`src/rtl/mem_bus_arbiter_pkg.sv`:
```
// Shared definitions for the two-master memory bus arbiter.
package arb_pkg;

    localparam int unsigned WAIT_CNT_W = 4;

    // FSM encoding, kept as plain constants for compatibility with older tools
    typedef logic [1:0] state_t;
    localparam state_t IDLE = 2'd0;
    localparam state_t ADDR = 2'd1;
    localparam state_t STRB = 2'd2;
    localparam state_t DONE = 2'd3;

    localparam logic OWNER_M0 = 1'b0;
    localparam logic OWNER_M1 = 1'b1;

    function automatic logic [1:0] owner_onehot(input logic owner);
        return owner ? 2'b10 : 2'b01;
    endfunction

endpackage

```
`src/rtl/mem_bus_arbiter_if.sv`:
```
// Master-side and memory-side signals of the arbiter bundled as one interface.
// The slave modport is the arbiter's view; master is the view of masters + memory.
interface mem_bus_arbiter_if #(
    parameter int unsigned ADDR_W = 16,
    parameter int unsigned DATA_W = 8
);
    logic [1:0]        req;
    logic [ADDR_W-1:0] m0_addr;
    logic [DATA_W-1:0] m0_wdata;
    logic              m0_we;
    logic [ADDR_W-1:0] m1_addr;
    logic [DATA_W-1:0] m1_wdata;
    logic              m1_we;
    logic [1:0]        gnt;
    logic [1:0]        ack;
    logic [DATA_W-1:0] rdata;
    logic [ADDR_W-1:0] mem_addr;
    logic [DATA_W-1:0] mem_wdata;
    logic [DATA_W-1:0] mem_rdata;
    logic              mem_re;
    logic              mem_we;

    modport slave (
        input  req, m0_addr, m0_wdata, m0_we, m1_addr, m1_wdata, m1_we, mem_rdata,
        output gnt, ack, rdata, mem_addr, mem_wdata, mem_re, mem_we
    );

    modport master (
        output req, m0_addr, m0_wdata, m0_we, m1_addr, m1_wdata, m1_we, mem_rdata,
        input  gnt, ack, rdata, mem_addr, mem_wdata, mem_re, mem_we
    );

endinterface

```
`src/rtl/mem_bus_arbiter_grant_sel.sv`:
```
// Combinational winner selection for the arbiter.
// Build option: define ARB_ROUND_ROBIN_EN to alternate owners on simultaneous requests;
// otherwise master 0 has fixed priority.
module arb_grant_sel
    import arb_pkg::*;
(
    input  logic [1:0] req,
    input  logic       last_owner,
    output logic       winner
);

`ifdef ARB_ROUND_ROBIN_EN
    // Contention goes to whoever did not own the bus last; a lone requester always wins
    always_comb begin
        winner = OWNER_M0;
        if (req == 2'b11) begin
            winner = ~last_owner;
        end else if (req == 2'b10) begin
            winner = OWNER_M1;
        end
    end
`else
    // last_owner is still tracked by the parent but plays no part in fixed priority
    logic unused_last_owner;
    assign unused_last_owner = last_owner;

    // Master 0 wins whenever it requests
    always_comb begin
        winner = OWNER_M0;
        if (req == 2'b10) begin
            winner = OWNER_M1;
        end
    end
`endif

endmodule

```
`src/rtl/mem_bus_arbiter.sv`:
```
// Two-master memory bus arbiter: grants one master at a time and runs a fixed
// ADDR / STRB (1+WAIT_STATES) / DONE sequence on the shared memory bus.
// Optional macro ARB_ROUND_ROBIN_EN (handled in arb_grant_sel) selects round-robin.
module mem_bus_arbiter
    import arb_pkg::*;
#(
    parameter int unsigned ADDR_W      = 16,
    parameter int unsigned DATA_W      = 8,
    parameter int unsigned WAIT_STATES = 0
) (
    input logic            clk,
    input logic            rst,
    mem_bus_arbiter_if.slave bus
);

    if (WAIT_STATES > (1 << WAIT_CNT_W) - 1) begin : g_bad_wait_states
        $error("mem_bus_arbiter: WAIT_STATES must be in 0..15");
    end

    state_t                state_q, state_d;
    logic                  owner_q;
    logic                  last_owner_q;
    logic [ADDR_W-1:0]     addr_l;
    logic [DATA_W-1:0]     wdata_l;
    logic                  we_l;
    logic [WAIT_CNT_W-1:0] cnt_q;
    logic [DATA_W-1:0]     rdata_q;
    logic                  winner;

    arb_grant_sel u_grant_sel (
        .req        (bus.req),
        .last_owner (last_owner_q),
        .winner     (winner)
    );

    // Next-state: IDLE is always visited between transactions
    always_comb begin
        state_d = state_q;
        unique case (state_q)
            IDLE: if (bus.req != 2'b00) state_d = ADDR;
            ADDR: state_d = STRB;
            STRB: if (cnt_q == '0) state_d = DONE;
            DONE: state_d = IDLE;
            default: state_d = IDLE;
        endcase
    end

    // State register
    always_ff @(posedge clk or negedge rst) begin
        if (!rst) begin
            state_q <= IDLE;
        end else begin
            state_q <= state_d;
        end
    end

    // Grant-time latches, wait counter, read capture and owner history
    always_ff @(posedge clk or negedge rst) begin
        if (!rst) begin
            owner_q      <= OWNER_M0;
            last_owner_q <= OWNER_M1;
            addr_l       <= '0;
            wdata_l      <= '0;
            we_l         <= 1'b0;
            cnt_q        <= '0;
            rdata_q      <= '0;
        end else begin
            unique case (state_q)
                IDLE: begin
                    if (bus.req != 2'b00) begin
                        owner_q <= winner;
                        addr_l  <= winner ? bus.m1_addr  : bus.m0_addr;
                        wdata_l <= winner ? bus.m1_wdata : bus.m0_wdata;
                        we_l    <= winner ? bus.m1_we    : bus.m0_we;
                    end
                end
                ADDR: cnt_q <= WAIT_CNT_W'(WAIT_STATES);
                STRB: begin
                    if (cnt_q == '0) begin
                        if (!we_l) rdata_q <= bus.mem_rdata;
                    end else begin
                        cnt_q <= cnt_q - 1'b1;
                    end
                end
                DONE: last_owner_q <= owner_q;
                default: ;
            endcase
        end
    end

    // Bus outputs decoded from state; mem_we is also gated by rst so it drops at once
    always_comb begin
        bus.gnt       = (state_q != IDLE) ? owner_onehot(owner_q) : 2'b00;
        bus.ack       = (state_q == DONE) ? owner_onehot(owner_q) : 2'b00;
        bus.rdata     = rdata_q;
        bus.mem_addr  = addr_l;
        bus.mem_wdata = wdata_l;
        bus.mem_re    = !((state_q != IDLE) && we_l);
        bus.mem_we    = rst && (state_q == STRB) && we_l;
    end

endmodule

```
`src/flat_wrapper.sv`:
```
// flat-port wrapper written by rule: the top's interface ports become plain ports
module mem_bus_arbiter_flat import arb_pkg::*;
#(
    parameter int unsigned ADDR_W      = 16,
    parameter int unsigned DATA_W      = 8,
    parameter int unsigned WAIT_STATES = 0
)
  (clk, rst, bus_req, bus_m0_addr, bus_m0_wdata, bus_m0_we, bus_m1_addr, bus_m1_wdata, bus_m1_we, bus_mem_rdata, bus_gnt, bus_ack, bus_rdata, bus_mem_addr, bus_mem_wdata, bus_mem_re, bus_mem_we);
  mem_bus_arbiter_if #(.ADDR_W(ADDR_W), .DATA_W(DATA_W)) bus_i ();
  input logic clk;
  input logic rst;
  input wire logic [$bits(bus_i.req)-1:0] bus_req;
  input wire logic [$bits(bus_i.m0_addr)-1:0] bus_m0_addr;
  input wire logic [$bits(bus_i.m0_wdata)-1:0] bus_m0_wdata;
  input wire logic [$bits(bus_i.m0_we)-1:0] bus_m0_we;
  input wire logic [$bits(bus_i.m1_addr)-1:0] bus_m1_addr;
  input wire logic [$bits(bus_i.m1_wdata)-1:0] bus_m1_wdata;
  input wire logic [$bits(bus_i.m1_we)-1:0] bus_m1_we;
  input wire logic [$bits(bus_i.mem_rdata)-1:0] bus_mem_rdata;
  output wire logic [$bits(bus_i.gnt)-1:0] bus_gnt;
  output wire logic [$bits(bus_i.ack)-1:0] bus_ack;
  output wire logic [$bits(bus_i.rdata)-1:0] bus_rdata;
  output wire logic [$bits(bus_i.mem_addr)-1:0] bus_mem_addr;
  output wire logic [$bits(bus_i.mem_wdata)-1:0] bus_mem_wdata;
  output wire logic [$bits(bus_i.mem_re)-1:0] bus_mem_re;
  output wire logic [$bits(bus_i.mem_we)-1:0] bus_mem_we;
  assign bus_i.req = bus_req;
  assign bus_i.m0_addr = bus_m0_addr;
  assign bus_i.m0_wdata = bus_m0_wdata;
  assign bus_i.m0_we = bus_m0_we;
  assign bus_i.m1_addr = bus_m1_addr;
  assign bus_i.m1_wdata = bus_m1_wdata;
  assign bus_i.m1_we = bus_m1_we;
  assign bus_i.mem_rdata = bus_mem_rdata;
  assign bus_gnt = bus_i.gnt;
  assign bus_ack = bus_i.ack;
  assign bus_rdata = bus_i.rdata;
  assign bus_mem_addr = bus_i.mem_addr;
  assign bus_mem_wdata = bus_i.mem_wdata;
  assign bus_mem_re = bus_i.mem_re;
  assign bus_mem_we = bus_i.mem_we;
  mem_bus_arbiter #(.ADDR_W(ADDR_W), .DATA_W(DATA_W), .WAIT_STATES(WAIT_STATES)) u_core (.clk(clk), .rst(rst), .bus(bus_i));
endmodule
```
`config.mk`:
```
export PLATFORM = sky130hd
export DESIGN_NAME = mem_bus_arbiter_flat
export DESIGN_NICKNAME = d
export VERILOG_FILES = /design/src/rtl/mem_bus_arbiter_pkg.sv /design/src/rtl/mem_bus_arbiter_if.sv /design/src/rtl/mem_bus_arbiter_grant_sel.sv /design/src/rtl/mem_bus_arbiter.sv /design/src/flat_wrapper.sv
export SDC_FILE = /design/constraint.sdc
export NUM_CORES = 1
export LEC_CHECK = 0
export CORE_MARGIN = 3
export CORE_UTILIZATION = 35
export CTS_CLUSTER_SIZE = 28
export DETAILED_ROUTE_END_ITERATION = 16
export HOLD_SLACK_MARGIN = 0.06
export PLACE_DENSITY = 0.88
export SYNTH_ARGS = -nofsm -noshare
export SYNTH_HDL_FRONTEND = slang
export SYNTH_SLANG_ARGS = --single-unit
```
`constraint.sdc`:
```
create_clock -name clk -period 1.7 [get_ports clk]
set_input_delay 0.425 -clock clk [delete_from_list [all_inputs] [get_ports clk]]
set_output_delay 0.425 -clock clk [all_outputs]
set_load 0.05 [all_outputs]
```
==> results of run 1 <==
## flip-flops by register name (all words and copies together) (netlist names)
name / cells
u_core.bus.mem_addr: 16
u_core.bus.mem_wdata: 8
u_core.bus.rdata: 8
u_core.cnt_q: 4
u_core.state_q: 2
u_core.owner_q: 1
u_core.we_l: 1
## critical path, stage by stage, from the launching register on
cell      delay, ns
dfrtp_2        0.46
inv_2          0.10
ha_4           0.17
nand2b_4       0.14
buf_12         0.13
## routing by layer
metal  vias to the layer above  track usage  part of all wire
met4                         0       0.0395             0.017
met2                        73        0.291              0.52
met3                        11       0.0587             0.073
met1                       777        0.183              0.39
met5                         -            0                 0
li1                        832            -                 -
## power breakdown
part / leakage (nW) / total (mW) / switching (mW) / internal (mW)
Combinational: 0.939 / 4.05 / 2.44 / 1.61
Sequential: 0.492 / 1.69 / 0.307 / 1.39
Clock: 0.0784 / 1.06 / 0.330 / 0.734
Total: 1.51 / 6.81 / 3.08 / 3.73
## logic make-up (layout without fill, tap and decap cells)
group                    count (synthesis)  in the layout
multiplexers                            36             36
buffers and inverters                   13            131
AND/OR/NAND/NOR                         44             44
flip-flops                              40             40
adder cells (fa/ha/maj)                  5              5
AO/OA/AOI/OAI                           33             33
## timing repair
item	4_1_cts	5_1_grt
gates resized for setup	16	5
gates cloned	0	0
pin swaps	1	3
setup buffers	3	5
setup endpoints to repair	7	14
## synthesized netlist by cell type (all sizes together) (2+ instances only)
| cell type | n | area [um2] |
|---|---|---|
| a21oi | 2 | 10.0 |
| buf | 4 | 26.3 |
| clkbuf | 5 | 18.8 |
| dfrtp | 40 | 1000 |
| ha | 5 | 62.6 |
| inv | 4 | 15.0 |
| mux2 | 10 | 113 |
| mux2i | 26 | 260 |
| nand2 | 28 | 105 |
| nand4b | 2 | 17.5 |
| nor2 | 3 | 11.3 |
| nor2b | 3 | 18.8 |
| o21ai | 27 | 135 |
## through the flow
step / area [um2] / std cells / hold slack [ns]
4_1_cts: 3310 / 354 / 0.221
3_3_place_gp: 3060 / 343 / 0.463
6_report: 3370 / 359 / 0.205
5_1_grt: 3370 / 359 / 0.234
2_1_floorplan: 1900 / 171 / 0.129
3_5_place_dp: 3060 / 343 / 0.472
## cell type report
type                            count  area (um2)
Fill cell                         424        1810
Timing Repair Buffer              119        1170
Sequential cell                    40        1000
Multi-Input combinational cell    118         933
Clock inverter                      3        90.1
Tap cell                           70        87.6
Clock buffer                        5        68.8
Inverter                            4        15.0
## how the worst max path moves through the flow
stage                                    to               from  cells after the start
finish                           bus_mem_re  u_core.state_q[1]                      4
global route                     bus_ack[1]  u_core.state_q[0]                      4
CTS                              bus_mem_we  u_core.state_q[0]                      4
detailed placement   u_core.bus.mem_addr[8]         bus_req[0]                      5
global placement    u_core.bus.mem_addr[12]         bus_req[1]                      5
floorplan                        bus_mem_we  u_core.state_q[0]                      4
==> reports/results.txt, run 1 <==
status = finished, violations left
failing checks = setup timing
Die Y = 79.5 um
Routed Antenna Nets = 0
worst setup margin = -0.00583 ns
Synth Area in Compound Gates = 0.0967
Clock Latency Late Sink = 0.29 ns
aggregate global-route resource usage = 0.163
CTS root buffer = clkbuf_8
setup TNS = -0.0101 ns
post-synthesis xor/xnor area fraction = 0
Core Region = 0.00517 mm2
Post-synth EDFFs = 0
H-tree depth = 2
Avg Inst Size Synth = 11.0 um2
clk slew on worst S/H paths = 0.08 ns
Final Util = 0.651
share of cells above drive strength 1 = 0.332
most frequent cells in the layout = clkdlybuf4s50_1, buf_4, dfrtp_1
Tcrit/Tclk final = 1.00
Reg2Reg Setup Slack = 0.03 ns
Iteration-0 DRC Markers = 25
R2R depth = 5
antenna fix cells = 0
critical path type = flip-flop to output pin
fin. max-slew vios = 0
Total Routed Length = 5140 um
cts hold-fix bufs = 0
Placer Congestion = 0.734
post-synthesis adder-cell area fraction = 0.0331
vias in the first global route = 1723
Seq/Total Area, Yosys = 0.530
max_cap viols = 0
Power Dens Cells = 2020 mW/mm2
I/O pin count = 100
FFs w/ async S/R, synth = 1.00
Worst EP arrival = 1.28 ns
clk buf depth = 2
post-synth design cell area = 0.00189 mm2
DR vias = 1693
initial cell density of the core = 0.365
syn nets = 238
highest clock rate = 586 MHz
actual slew at the worst max-slew pin = 0.502 ns
CTS sink count = 40
Chip Width = 79.5 um
final net count = 355
drt wl/cell = 14.3 um
Top FF cell, synth = dfrtp_1
grt total ovfl = 0
VDD IR-drop max = 1140 uV
CP required = 1.27 ns
port buffer count = 99
Syn. warnings = 0
P&R area growth vs syn = 78.2%
DIE AREA = 0.00632 mm2
Synth Register Bits = 40
TritonCTS clock tree = built
Num CTS Buffers = 5
Slew headroom = 0.666
largest net degree at the start of global routing = 51
Simple-Gate Fraction of Synth Area = 0.111
startpoint types = flip-flop
R2R Path Start = u_core.cnt_q[1]
most common cell after layout, fill and taps aside = clkdlybuf4s50_1
global-route wire length before repair = 8010 um
Leak = 1.51 nW
largest fanout on the critical path = 4
Detailed Routing Iterations Pass 1 = 4
Worst Setup End Kind = output pin
main combinational cell family by area after synthesis = multiplexers
drt via density = 4.72
Unique masters post-synth = 28
DRC violations left = 0
Final Total Pwr = 6.81 mW
synthesized netlist cell count = 171
post-synthesis mux area share = 0.197
antenna violations before repair = 0
Hold Path Class = input port to asynchronous set/reset pin
DP HPWL = 3880 um
Max Clock Skew = 0.00687 ns
RSZ-0062 raised after global routing = true
Final Hold Violating Endpoints = 0
Final setup viols = 2
number of cell rows = 26
reg-to-reg endpoint = u_core.state_q[1]
dpl ws = -0.110 ns
min Tclk post-route = 1.71 ns
(Power assumes the default switching activity.)
==> run 2: changes to the inputs <==
--- a/config.mk
+++ b/config.mk
@@ -5,12 +5,14 @@
 export SDC_FILE = /design/constraint.sdc
 export NUM_CORES = 1
 export LEC_CHECK = 0
+export ABC_AREA = 0
+export CORE_ASPECT_RATIO = 1.25
 export CORE_MARGIN = 3
-export CORE_UTILIZATION = 35
+export CORE_UTILIZATION = 39
 export CTS_CLUSTER_SIZE = 28
 export DETAILED_ROUTE_END_ITERATION = 16
 export HOLD_SLACK_MARGIN = 0.06
-export PLACE_DENSITY = 0.88
+export PLACE_DENSITY = 0.92
 export SYNTH_ARGS = -nofsm -noshare
 export SYNTH_HDL_FRONTEND = slang
 export SYNTH_SLANG_ARGS = --single-unit
==> constraint.sdc (replaced) <==
create_clock -name clk -period 1.8 [get_ports clk]
set_input_delay 0.45 -clock clk [delete_from_list [all_inputs] [get_ports clk]]
set_output_delay 0.45 -clock clk [all_outputs]
set_load 0.05 [all_outputs]
==> run 2 against run 1 <==
Against the previous run:
- the run now ends clean
- clock skew fell by 0.00054 ns
- via count fell by 4.8%
- critical path depth did not move
- sequential power fell by 7%
- worst setup slack improved by 0.042 ns
- critical path type unchanged
- critical endpoint is now bus_mem_we
==> reports/results.txt, run 2 (same netlist as run 1, synthesis figures left out) <==
cts hold-fix bufs = 0 (unchanged)
CP required = 1.35 ns (+0.08 ns)
status = finished clean
Chip Width = 68.3 um (-14%)
Tcrit/Tclk final = 0.980
dpl ws = -0.0170 ns (+0.0932 ns)
Post-DP Area = 0.00299 mm2 (-2.3%)
critical path type = flip-flop to output pin
Die Y = 83.8 um (+5.5%)
antenna violations before repair = 0 (unchanged)
Clock Latency Late Sink = 0.28 ns (about the same)
sw power = 2.77 mW (-10%)
P&R area growth vs syn = 65.1%
Clk pwr share = 0.102 (-0.054)
fin. max-slew vios = 0 (unchanged)
drt wl/cell = 13.7 um (-4.7%)
Worst Setup End Kind = output pin
most common cell after layout, fill and taps aside = clkdlybuf4s50_1
share of cells above drive strength 1 = 0.273 (-0.0588)
largest fanout on the critical path = 5 (+1)
vias in the first global route = 1667 (-3.3%)
clk buf depth = 2 (unchanged)
Max Clock Skew = 0.00633 ns (-0.000539 ns)
I/O pin count = 100 (unchanged)
startpoint types = flip-flop
max_cap viols = 0 (unchanged)
TritonCTS clock tree = built
critical-path cell list = inv_2 -> ha_4 -> and3_2 -> buf_12
Final Util = 0.689 (+0.0381)
Final Non-Filler Cells = 336 (-6.4%)
combinational share of power = 0.624 (+0.029)
CP max stage cell = dfrtp_1
Power Dens Cells = 1830 mW/mm2 (-9.6%)
worst setup margin = 0.0358 ns (+0.0416 ns)
grt total ovfl = 0 (unchanged)
final net count = 344 (-3.1%)
actual slew at the worst max-slew pin = 0.481 ns (-0.0205 ns)
R2R depth = 5 (unchanged)
Total Routed Length = 4590 um (-11%)
global-route wire length before repair = 7160 um (-11%)
Num CTS Buffers = 5 (unchanged)
max reg flops = 16 (unchanged)
port buffer count = 99 (unchanged)
Final setup viols = 0 (-2)
setup TNS = 0 ns (+0.0101 ns)
DP HPWL = 3610 um (-6.9%)
reg-to-reg endpoint = u_core.state_q[1]
antenna fix cells = 0 (unchanged)
Final Cell Area = 0.00312 mm2 (-7.4%)
most frequent cells in the layout = clkdlybuf4s50_1, buf_4, dfrtp_1
Worst EP arrival = 1.31 ns (+0.03 ns)
Routed Antenna Nets = 0 (unchanged)
clk slew on worst S/H paths = 0.07 ns (about the same)
drt via density = 4.79 (+1.7%)
VDD IR-drop max = 1110 uV (-2.5%)
H-tree depth = 2 (unchanged)
CTS root buffer = clkbuf_8
Slew headroom = 0.679 (+0.0137)
Fin Hold WS = 0.237 ns (+0.0319 ns)
Final Total Pwr = 5.71 mW (-16%)
number of cell rows = 27 (+3.8%)
Final Hold Violating Endpoints = 0 (unchanged)
Leak = 1.40 nW (-7.4%)
Core Region = 0.00453 mm2 (-12%)
DIE AREA = 0.00572 mm2 (-9.4%)
Reg2Reg Setup Slack = 0.11 ns (+0.08 ns)
switch share = 0.486 (+0.0339)
Pint = 2.93 mW (-21%)
R2R Path Start = u_core.cnt_q[0]
CTS sink count = 40 (unchanged)
initial cell density of the core = 0.417 (+0.0521)
aggregate global-route resource usage = 0.163 (about the same)
register share of total power = 0.275 (+0.026)
Iteration-0 DRC Markers = 71 (+180%)
DRC violations left = 0 (unchanged)
DR vias = 1611 (-4.8%)
largest net degree at the start of global routing = 51 (unchanged)
Detailed Routing Iterations Pass 1 = 4 (unchanged)
Placer Congestion = 0.649 (-12%)
highest clock rate = 567 MHz
Hold Path Class = input port to asynchronous set/reset pin
Placed Instances = 327 (-4.7%)
slowest stage delay, CP = 0.41 ns (-0.05 ns)
# fillers = 378 (-11%)
min Tclk post-route = 1.76 ns
run 2: cell types whose count changed in the layout (fill, tap and decap cells not counted), moves of 2 or more:
cell,previous run,this run
buf_12,10,8
buf_4,47,39
bufinv_16,3,0
clkbuf_1,0,2
ha_1,1,3
ha_4,4,2
inv_1,0,2
inv_2,4,2
nor2b_2,0,2
nor2b_4,3,1
run 2: critical path, delay by kind of cell (launching register included):
| family | cells | cell delay, ns |
|---|---|---|
| buffers and inverters | 2 | 0.25 |
| flip-flops | 1 | 0.41 |
| adder cells (fa/ha/maj) | 1 | 0.17 |
| AND/OR/NAND/NOR | 1 | 0.20 |
run 2: worst max-delay path by stage:
| stage | from | to | slack [ns] |
|---|---|---|---|
| detailed placement | bus_req[0] | u_core.bus.mem_wdata[4] | -0.02 |
| global route | u_core.state_q[0] | bus_mem_we | -0.003 |
| CTS | u_core.state_q[0] | bus_mem_we | -0.02 |
| floorplan | u_core.state_q[0] | bus_mem_we | 0.01 |
| finish | u_core.state_q[0] | bus_mem_we | 0.04 |
| global placement | bus_req[1] | u_core.bus.mem_addr[12] | 0.07 |
run 2: per-layer routing:
layer | track usage | part of all wire | vias up
li1 | - | - | 805
met5 | 0 | 0 | -
met1 | 0.171 | 0.38 | 740
met4 | 0.0488 | 0.0033 | 0
met2 | 0.302 | 0.54 | 64
met3 | 0.0431 | 0.074 | 2
run 2: area by class of cell:
type	instances	area [um2]	share of cell area
clock buffer	8	90.1	0.0289
timing repair buffer	108	1060	0.339
tap	58	72.6	0.0233
multi-input combinational	118	881	0.282
inverter	4	15.0	0.00481
sequential	40	1000	0.321
run 2: what timing repair did:
action	in CTS	in global routing
setup buffers	1	0
endpoints found under the setup margin	3	5
resized for setup	2	6
pin swaps	0	2
run 2: power groups by stage:
stage                     registers [mW]  logic [mW]  clock network [mW]
after floorplan                     2.77       0.993                   0
after CTS                           1.55        3.56               0.606
after global placement              1.55        3.46                   0
after detailed placement            1.57        3.53                   0
final                               1.57        3.56               0.580
after global routing                1.61        3.79               0.639
